`src/rtl/mipi_csi2_pkt_parser.sv`:
```
// CSI-2 low-level packet parser: header decode, sync pulses, payload byte stream, boundary checks.
// Optional payload CRC-16 check is enabled by defining MIPI_CRC_CHECK_EN.
module mipi_csi2_pkt_parser #(
    parameter logic [15:0] MAX_WC = 16'd8192
) (
    input  logic        clk,
    input  logic        reset,
    input  logic        we_in,
    input  logic [7:0]  data_in,
    output logic        hdr_valid,
    output logic [1:0]  hdr_vc,
    output logic [5:0]  hdr_dt,
    output logic [15:0] hdr_wc,
    output logic        frame_start,
    output logic        frame_end,
    output logic        line_start,
    output logic        line_end,
    output logic        pix_we,
    output logic [7:0]  pix_data,
    output logic [5:0]  pix_dt,
    output logic        hdr_err,
    output logic        trunc_err,
    output logic        crc_err,
    output logic [15:0] pkt_count
);

    typedef enum logic [2:0] {
        S_IDLE,
        S_HDR,
        S_PAYLOAD,
        S_CRC,
        S_DRAIN
    } state_t;

    state_t      r_state;
    logic [1:0]  r_hdr_cnt;
    logic [7:0]  r_di;
    logic [7:0]  r_wc_ls;
    logic [7:0]  r_wc_ms;
    logic [15:0] r_rem;
    logic        r_crc_cnt;

    logic [15:0] w_wc;
    logic [5:0]  w_dt;
    logic        w_short;
    logic        w_too_big;
    logic        w_hdr_done;

    assign w_wc       = {r_wc_ms, r_wc_ls};
    assign w_dt       = r_di[5:0];
    assign w_short    = (w_dt[5:4] == 2'b00);
    assign w_too_big  = (w_wc > MAX_WC);
    assign w_hdr_done = (r_state == S_HDR) && we_in && (r_hdr_cnt == 2'd2);

    always_ff @(posedge clk or posedge reset) begin
        if (reset) begin
            r_state     <= S_IDLE;
            r_hdr_cnt   <= 2'd0;
            r_di        <= 8'h00;
            r_wc_ls     <= 8'h00;
            r_wc_ms     <= 8'h00;
            r_rem       <= 16'h0000;
            r_crc_cnt   <= 1'b0;
            hdr_valid   <= 1'b0;
            hdr_vc      <= 2'd0;
            hdr_dt      <= 6'd0;
            hdr_wc      <= 16'h0000;
            frame_start <= 1'b0;
            frame_end   <= 1'b0;
            line_start  <= 1'b0;
            line_end    <= 1'b0;
            pix_we      <= 1'b0;
            pix_data    <= 8'h00;
            pix_dt      <= 6'd0;
            hdr_err     <= 1'b0;
            trunc_err   <= 1'b0;
            pkt_count   <= 16'h0000;
        end else begin
            // NOTE: pulse outputs default low every cycle so each branch only raises what it fires.
            hdr_valid   <= 1'b0;
            frame_start <= 1'b0;
            frame_end   <= 1'b0;
            line_start  <= 1'b0;
            line_end    <= 1'b0;
            pix_we      <= 1'b0;
            hdr_err     <= 1'b0;
            trunc_err   <= 1'b0;

            case (r_state)
                S_IDLE: begin
                    if (we_in) begin
                        r_di      <= data_in;
                        r_hdr_cnt <= 2'd0;
                        r_state   <= S_HDR;
                    end
                end

                S_HDR: begin
                    if (!we_in) begin
                        trunc_err <= 1'b1;
                        r_state   <= S_IDLE;
                    end else begin
                        r_hdr_cnt <= r_hdr_cnt + 2'd1;
                        if (r_hdr_cnt == 2'd0) r_wc_ls <= data_in;
                        if (r_hdr_cnt == 2'd1) r_wc_ms <= data_in;
                        if (w_hdr_done) begin
                            // ECC byte is consumed without checking or correction.
                            hdr_valid <= 1'b1;
                            hdr_vc    <= r_di[7:6];
                            hdr_dt    <= w_dt;
                            hdr_wc    <= w_wc;
                            pix_dt    <= w_dt;
                            pkt_count <= pkt_count + 16'd1;
                            r_crc_cnt <= 1'b0;
                            if (w_short) begin
                                frame_start <= (w_dt == 6'h00);
                                frame_end   <= (w_dt == 6'h01);
                                line_start  <= (w_dt == 6'h02);
                                line_end    <= (w_dt == 6'h03);
                                r_state     <= S_DRAIN;
                            end else if (w_too_big) begin
                                hdr_err <= 1'b1;
                                r_state <= S_DRAIN;
                            end else if (w_wc == 16'h0000) begin
                                r_state <= S_CRC;
                            end else begin
                                r_rem   <= w_wc;
                                r_state <= S_PAYLOAD;
                            end
                        end
                    end
                end

                S_PAYLOAD: begin
                    if (!we_in) begin
                        trunc_err <= 1'b1;
                        r_state   <= S_IDLE;
                    end else begin
                        pix_we   <= 1'b1;
                        pix_data <= data_in;
                        r_rem    <= r_rem - 16'd1;
                        if (r_rem == 16'd1) begin
                            r_crc_cnt <= 1'b0;
                            r_state   <= S_CRC;
                        end
                    end
                end

                S_CRC: begin
                    if (!we_in) begin
                        trunc_err <= 1'b1;
                        r_state   <= S_IDLE;
                    end else begin
                        r_crc_cnt <= 1'b1;
                        if (r_crc_cnt) r_state <= S_DRAIN;
                    end
                end

                S_DRAIN: begin
                    // Trailer/padding bytes are swallowed; a new packet needs a new burst.
                    if (!we_in) r_state <= S_IDLE;
                end

                default: r_state <= S_IDLE;
            endcase
        end
    end

`ifdef MIPI_CRC_CHECK_EN
    logic [15:0] r_crc;
    logic [7:0]  r_crc_ls;
    logic [15:0] w_crc_next;

    function automatic logic [15:0] crc16_byte(input logic [15:0] c, input logic [7:0] d);
        logic [15:0] x;
        x = c ^ {8'h00, d};
        for (int i = 0; i < 8; i++) begin
            x = x[0] ? ((x >> 1) ^ 16'h8408) : (x >> 1);
        end
        return x;
    endfunction

    assign w_crc_next = crc16_byte(r_crc, data_in);

    always_ff @(posedge clk or posedge reset) begin
        if (reset) begin
            r_crc    <= 16'hFFFF;
            r_crc_ls <= 8'h00;
            crc_err  <= 1'b0;
        end else begin
            crc_err <= 1'b0;
            if (w_hdr_done) begin
                r_crc <= 16'hFFFF;
            end else if (r_state == S_PAYLOAD && we_in) begin
                r_crc <= w_crc_next;
            end else if (r_state == S_CRC && we_in) begin
                if (!r_crc_cnt) r_crc_ls <= data_in;
                else            crc_err  <= ({data_in, r_crc_ls} != r_crc);
            end
        end
    end
`else
    assign crc_err = 1'b0;
`endif

endmodule
```
`config.mk`:
```
export PLATFORM = sky130hd
export DESIGN_NAME = mipi_csi2_pkt_parser
export DESIGN_NICKNAME = d
export VERILOG_FILES = /design/src/rtl/mipi_csi2_pkt_parser.sv
export SDC_FILE = /design/constraint.sdc
export NUM_CORES = 1
export LEC_CHECK = 0
export ABC_CLOCK_PERIOD_IN_PS = 2600
export BUFFER_PORTS_ARGS = -buffer_cell sky130_fd_sc_hd__buf_2
export CELL_PAD_IN_SITES_DETAIL_PLACEMENT = 1
export CELL_PAD_IN_SITES_GLOBAL_PLACEMENT = 1
export CORE_MARGIN = 2
export CORE_UTILIZATION = 34
export DETAILED_ROUTE_END_ITERATION = 12
export HOLD_SLACK_MARGIN = 0.15
export PLACE_DENSITY_LB_ADDON = 0.05
export SYNTH_ARGS = -nofsm -noshare
export SYNTH_HDL_FRONTEND = slang
export SYNTH_SLANG_ARGS = --single-unit
```
`constraint.sdc`:
```
create_clock -name clk -period 2.6 [get_ports clk]
set_input_delay 0.13 -clock clk [delete_from_list [all_inputs] [get_ports clk]]
set_output_delay 0.13 -clock clk [all_outputs]
set_load 0.02 [all_outputs]
```
## After elaboration in Yosys (flattened, before gate mapping)

Cells that the tools add are included.

- Register bits: 102
- Input port bits: 11
- Output and inout bits: 63
- Logic and storage cells: 123

- $add $sub $neg: 3
- Order comparisons: 1
- Eq/ne operators: 23
- Multiplexer cells: 56
- Reduce and logical (&&, ||, !) cells: 20

Operators by type and width:

| operator | number |
|---|---|
| 16-bit two-way mux | 6 |
| 1-bit two-way mux | 34 |
| 16-bit case mux with 2 select lines | 1 |
| 3-bit two-way mux | 10 |
| 2-bit != test (second input constant) | 10 |
| 16-bit by 1-bit adder with 16-bit output (second input constant) | 1 |
| 16-bit by 1-bit equality test with 1-bit output (second input constant) | 1 |
| 16-bit by 14-bit greater-than comparator with 1-bit output (second input constant) | 1 |
| 16-bit logical NOT | 1 |
| 16-bit by 1-bit subtractor with 16-bit output (second input constant) | 1 |
| 3-bit case mux with 5 select lines | 1 |
| 6-bit by 2-bit equality test with 1-bit output (second input constant) | 2 |
| 3-bit AND reduction | 4 |
| 3-bit != test (second input constant) | 3 |
| 7-bit AND reduction | 1 |
| 3-bit by 2-bit equality test with 1-bit output (second input constant) | 2 |
| 6-bit by 1-bit equality test with 1-bit output (second input constant) | 1 |
| 6-bit logical NOT | 1 |
| 6-bit AND reduction | 1 |
| 5-bit AND reduction | 1 |
| 2-bit logical NOT | 2 |
| 2-bit two-way mux | 2 |
| 2-bit case mux with 2 select lines | 1 |
| 2-bit AND reduction | 2 |
| 11 further kinds | 13 |

## Logic depth before layout (Yosys ltp)

- Depth after elaboration: 7
- Mapped depth: 8
- Gate-level depth less buffers: 7

## Worst setup path after synthesis

No wires, ideal clock.

- Path kind: reg2reg
- Start: register r_wc_ls[1]
- End: register r_rem[0]
- Setup time: 0.120 ns
- Arrival time: 1.755 ns
- Required time: 2.480 ns
- Slack: 0.724 ns
- Stages on the path, launching flop included: 7
- Clock period less this slack: 1.876 ns
- Path through: dfrtp_1 -> nor4_4 -> nand4_4 -> o31a_2 -> and2_4 -> buf_6 -> o211a_1

- Word-level cells in the longest chain between the ends: 3
- Elaborated cells between the ends (all ways): 5
- Classes of those cells: order compare (1); eq/ne (2); reduce/logical (2)

RTL lines:

| what | line | RTL |
|---|---|---|
| start, declared | 38 | `logic [7:0] r_wc_ls;` |
| start signal, assigned | 104 | `if (r_hdr_cnt == 2'd0) r_wc_ls <= data_in;` |
| 16-bit by 14-bit greater-than comparator with 1-bit output / 16-bit logical NOT (equally long branches) | 52, 124 |  |
| 2-bit != test (no line) | - |  |
| 7-bit AND reduction (no line) (*) | - |  |
| end signal, assigned | 127 | `r_rem <= w_wc;` |
| end signal, assigned | 141 | `r_rem <= r_rem - 16'd1;` |
| end, declared | 40 | `logic [15:0] r_rem;` |

Every way passes the cells marked *; elsewhere a longest branch is shown, timed or not.
A chain may end at the register's enable or synchronous reset.

## Worst setup path in the final report

- Start: register r_state[1]
- End: register r_wc_ms[5]

- Word-level cells in the longest chain between the ends: 2

RTL lines:

| what | line | RTL |
|---|---|---|
| start, declared | 35 | `state_t r_state;` |
| start signal, assigned | 57 | `r_state <= S_IDLE;` |
| start signal, assigned | 94 | `r_state <= S_HDR;` |
| start signal, assigned | 101 | `r_state <= S_IDLE;` |
| 3-bit by 1-bit equality test with 1-bit output | 89 | `case (r_state)` |
| 3-bit AND reduction (no line) | - |  |
| end signal, assigned | 105 | `if (r_hdr_cnt == 2'd1) r_wc_ms <= data_in;` |
| end, declared | 39 | `logic [7:0] r_wc_ms;` |

No other way between the ends.

==> qor.txt <==
Global-route track usage on met3 - 3.15%
Post-layout nets - 498
Slew margin rel. - 52.5%
Worst setup SP type - register
Instance count of the mapped netlist - 395
Initial standard-cell utilization of the core - 35.2%
RSZ-0062 raised after global routing - false
Most common cell after layout, fill and taps aside - sky130_fd_sc_hd__dfrtp_1
Depth of the most critical reg-to-reg path - 4
Met1 Usage GRT - 27.6%
Leakage Power - 2.60 nW
Net count of the mapped netlist - 412
Layout filler cell count - 1,480
Number of antenna violations at the first check in global routing - 0
Final WS setup - 329 ps
Post-CTS setup repair buffer count - 0
Arrival time reported for the critical path endpoint - 2510 ps
Bufs on Longest Clock Path - 2
Placement Setup Slack - 365 ps
Initial DRC Count - 132
Share of layout cells above drive strength 1 - 34.8%
Maximum number of pins on one net before global-route repair - 33
Worst setup skew after layout - 7.53 ps
Reg2Reg Launch Point - r_state[1]
Classification of the worst-slack hold path - in2async
Critical-path maximum fanout - 12
Critical path type - reg2reg
Clock-pin transition on the worst setup and hold timing paths - 70 ps
Via density per instance - 5.15
CTS tree - done
Yosys warning total - 0
Final antenna-violating net count - 0
Upper clock frequency limit - 440 MHz
Slew at the pin closest to its max-slew limit - 711 ps
Power density over cell area - 1150 nW/um2
Number of optimization iterations in the first detailed-route pass - 4
Overall routing resource usage - 18.2%
Num ports - 74
Setup slack of the most critical reg-to-reg path - 330 ps
Flop and latch count out of synthesis - 102
Width of the chip - 121 um
Worst flop-to-flop path endpoint - r_wc_ms[5]
Number of pins with negative max-slew slack in the final report - 0
Vias in the first global route - 3,532
Commonest register cell after synthesis - sky130_fd_sc_hd__dfrtp_1
Global Route met2 Usage - 26.1%
Synthesis-to-layout area growth - 20.8%
Number of max-capacitance violations reported - 0
Final count of hold timing violations - 0
Sink count of the clock tree - 102
Setup TNS after final layout - 0 ps
Port Buf Inserts - 72
Element type at the critical path end - register
Global-route wire length before repair - 20,300 um
Minimum period implied by the final worst setup slack - 2270 ps
Library cells used by synthesis - 56
Standard cell core area - 13,300 um2
Proportion of synthesized chip area in sequential cells - 54.4%
Worst path required time - 2840 ps
Final count of negative-setup-slack endpoints - 0
Post-detail-place hpwl - 9010 um
Total vias in the final route - 3,409
Worst supply voltage drop on vdd - 0.575 mV
CTS Buf Count - 9
Aggregate routed wire length - 12,500 um
Async set-or-reset flop fraction in the synthesized netlist - 100%
Most Used Layer, Global Route - met1
Period utilization - 87.4%
RePlAce Congestion - 0.787
Number of diodes added for antenna fixing - 0
Mean area per synthesized cell - 11.9 um2
Summed instance area of the synthesized netlist - 4690 um2
Die Footprint - 14,800 um2
Die boundary height - 121 um
Clock H-tree levels - 3
Mean routed wirelength per cell - 18.8 um
Std-Cell Rows - 42
GRT Residual Overflow - 0
Root Buffer - sky130_fd_sc_hd__clkbuf_16
Status - complete, no violations
Clock insertion delay at the later pin of the skew report - 350 ps
DR DRC count - 0
Commonest non-fill, non-tap cells in the layout - 102 x sky130_fd_sc_hd__dfrtp_1, 72 x sky130_fd_sc_hd__buf_2, 55 x sky130_fd_sc_hd__mux2_2, 24 x sky130_fd_sc_hd__nand2_1, 23 x sky130_fd_sc_hd__nand3_1
Number of enable flip-flop cells after synthesis - 0
-- cell families (layout without fill, tap and decap cells) --
kind of cell | Yosys count | count (layout) | share of synthesized area, %
xor gates and xnor gates | 15 | 15 | 2.80
other | 1 | 1 | 0.0799
buffers and inverters | 32 | 123 | 3.49
and+or+nand+nor | 114 | 114 | 13.9
muxes | 56 | 56 | 13.4
AOI/OAI and AO/OA | 69 | 69 | 10.3
adders and majority gates | 6 | 6 | 1.60
DFF | 102 | 102 | 54.4
-- cell usage after synthesis, types with 4 or more instances --
cell                          n  area, um2
sky130_fd_sc_hd__buf_2        8       40.0
sky130_fd_sc_hd__o2bb2ai_1    8       70.1
sky130_fd_sc_hd__nand3_1     23        115
sky130_fd_sc_hd__mux2_2      55        619
sky130_fd_sc_hd__xnor2_1     11       96.3
sky130_fd_sc_hd__nor2_1      20       75.1
sky130_fd_sc_hd__clkbuf_1     6       22.5
sky130_fd_sc_hd__buf_4        7       52.6
sky130_fd_sc_hd__a21oi_1      8       40.0
sky130_fd_sc_hd__inv_1       10       37.5
sky130_fd_sc_hd__o21ai_0     13       65.1
sky130_fd_sc_hd__a22oi_1      7       52.6
sky130_fd_sc_hd__o22ai_1      4       25.0
sky130_fd_sc_hd__dfrtp_1    102       2550
sky130_fd_sc_hd__nand4_1      5       31.3
sky130_fd_sc_hd__a31oi_1      5       31.3
sky130_fd_sc_hd__nor3_1      15       75.1
sky130_fd_sc_hd__a22o_1       4       35.0
sky130_fd_sc_hd__nand2_1     24       90.1
sky130_fd_sc_hd__ha_1         6       75.1
sky130_fd_sc_hd__xor2_1       4       35.0
-- power by group --
group | internal, mW | total [mW] | switching (mW) | leakage, nW
Sequential | 2.17 | 2.76 | 0.592 | 1.30
Combinational | 1.01 | 2.34 | 1.33 | 1.16
Clock | 0.783 | 1.41 | 0.623 | 0.147
Total | 3.96 | 6.51 | 2.55 | 2.60
-- sequential cells by signal, indices dropped and copies added (netlist names), 2 cells and up --
name	cells
r_state	3
r_wc_ls	8
pix_dt	6
pkt_count	16
r_hdr_cnt	2
r_rem	16
hdr_wc	16
hdr_vc	2
r_wc_ms	8
r_di	8
pix_data	8
-- metal layers --
| layer | up-vias | wire, um |
|---|---|---|
| met3 | 11 | 587 |
| met2 | 78 | 5530 |
| met5 | - | 0 |
| li1 | 1602 | - |
| met4 | 0 | 169 |
| met1 | 1718 | 6180 |
-- critical path: stages (launching register included) --
cell and delay, ps:
sky130_fd_sc_hd__dfrtp_1 400, sky130_fd_sc_hd__buf_4 190, sky130_fd_sc_hd__nor3b_1 610, sky130_fd_sc_hd__nand3_1 520
sky130_fd_sc_hd__mux2_2 430
-- stage by stage --
| step | utilization (%) | hold slack, ps | power [mW] | cell area [um2] | std cells |
|---|---|---|---|---|---|
| after floorplan | - | 247 | 4.30 | 4700 | 395 |
| after global placement | 39.4 | 204 | 5.12 | 5260 | 636 |
| after detailed placement | 39.4 | 207 | 5.13 | 5260 | 636 |
| after CTS | 42.5 | 367 | 6.58 | 5670 | 662 |
| after global routing | 42.5 | 421 | 6.91 | 5670 | 662 |
| final | 42.5 | 355 | 6.51 | 5670 | 662 |
-- layout make-up --
| type | count | area (um2) | share of cell area (%) |
|---|---|---|---|
| inverters | 10 | 41.3 | 0.728 |
| well taps | 176 | 220 | 3.88 |
| clock buffers | 11 | 243 | 4.28 |
| flip-flops and latches | 102 | 2550 | 45.0 |
| multi-input cells | 261 | 1980 | 34.8 |
| repair buffers | 97 | 573 | 10.1 |
| clock inverters | 5 | 63.8 | 1.13 |
-- how the worst max path moves through the flow --
stage / start / end / slack, ps / depth (start not counted)
5_1_grt: r_state[1] / r_wc_ms[2] / 180 / 4
3_5_place_dp: r_state[1] / r_wc_ms[5] / 360 / 4
2_1_floorplan: r_wc_ls[1] / r_rem[0] / 720 / 6
6_report: r_state[1] / r_wc_ms[5] / 330 / 4
3_3_place_gp: r_state[1] / r_wc_ms[3] / 370 / 4
4_1_cts: r_state[1] / r_wc_ms[5] / 340 / 4
-- what timing repair did --
item                                   4_1_cts  5_1_grt
resized for setup                            0        0
endpoints found under the hold margin       51        0
hold buffers                                10        0
Note: power is estimated with default switching activity, not from simulation.
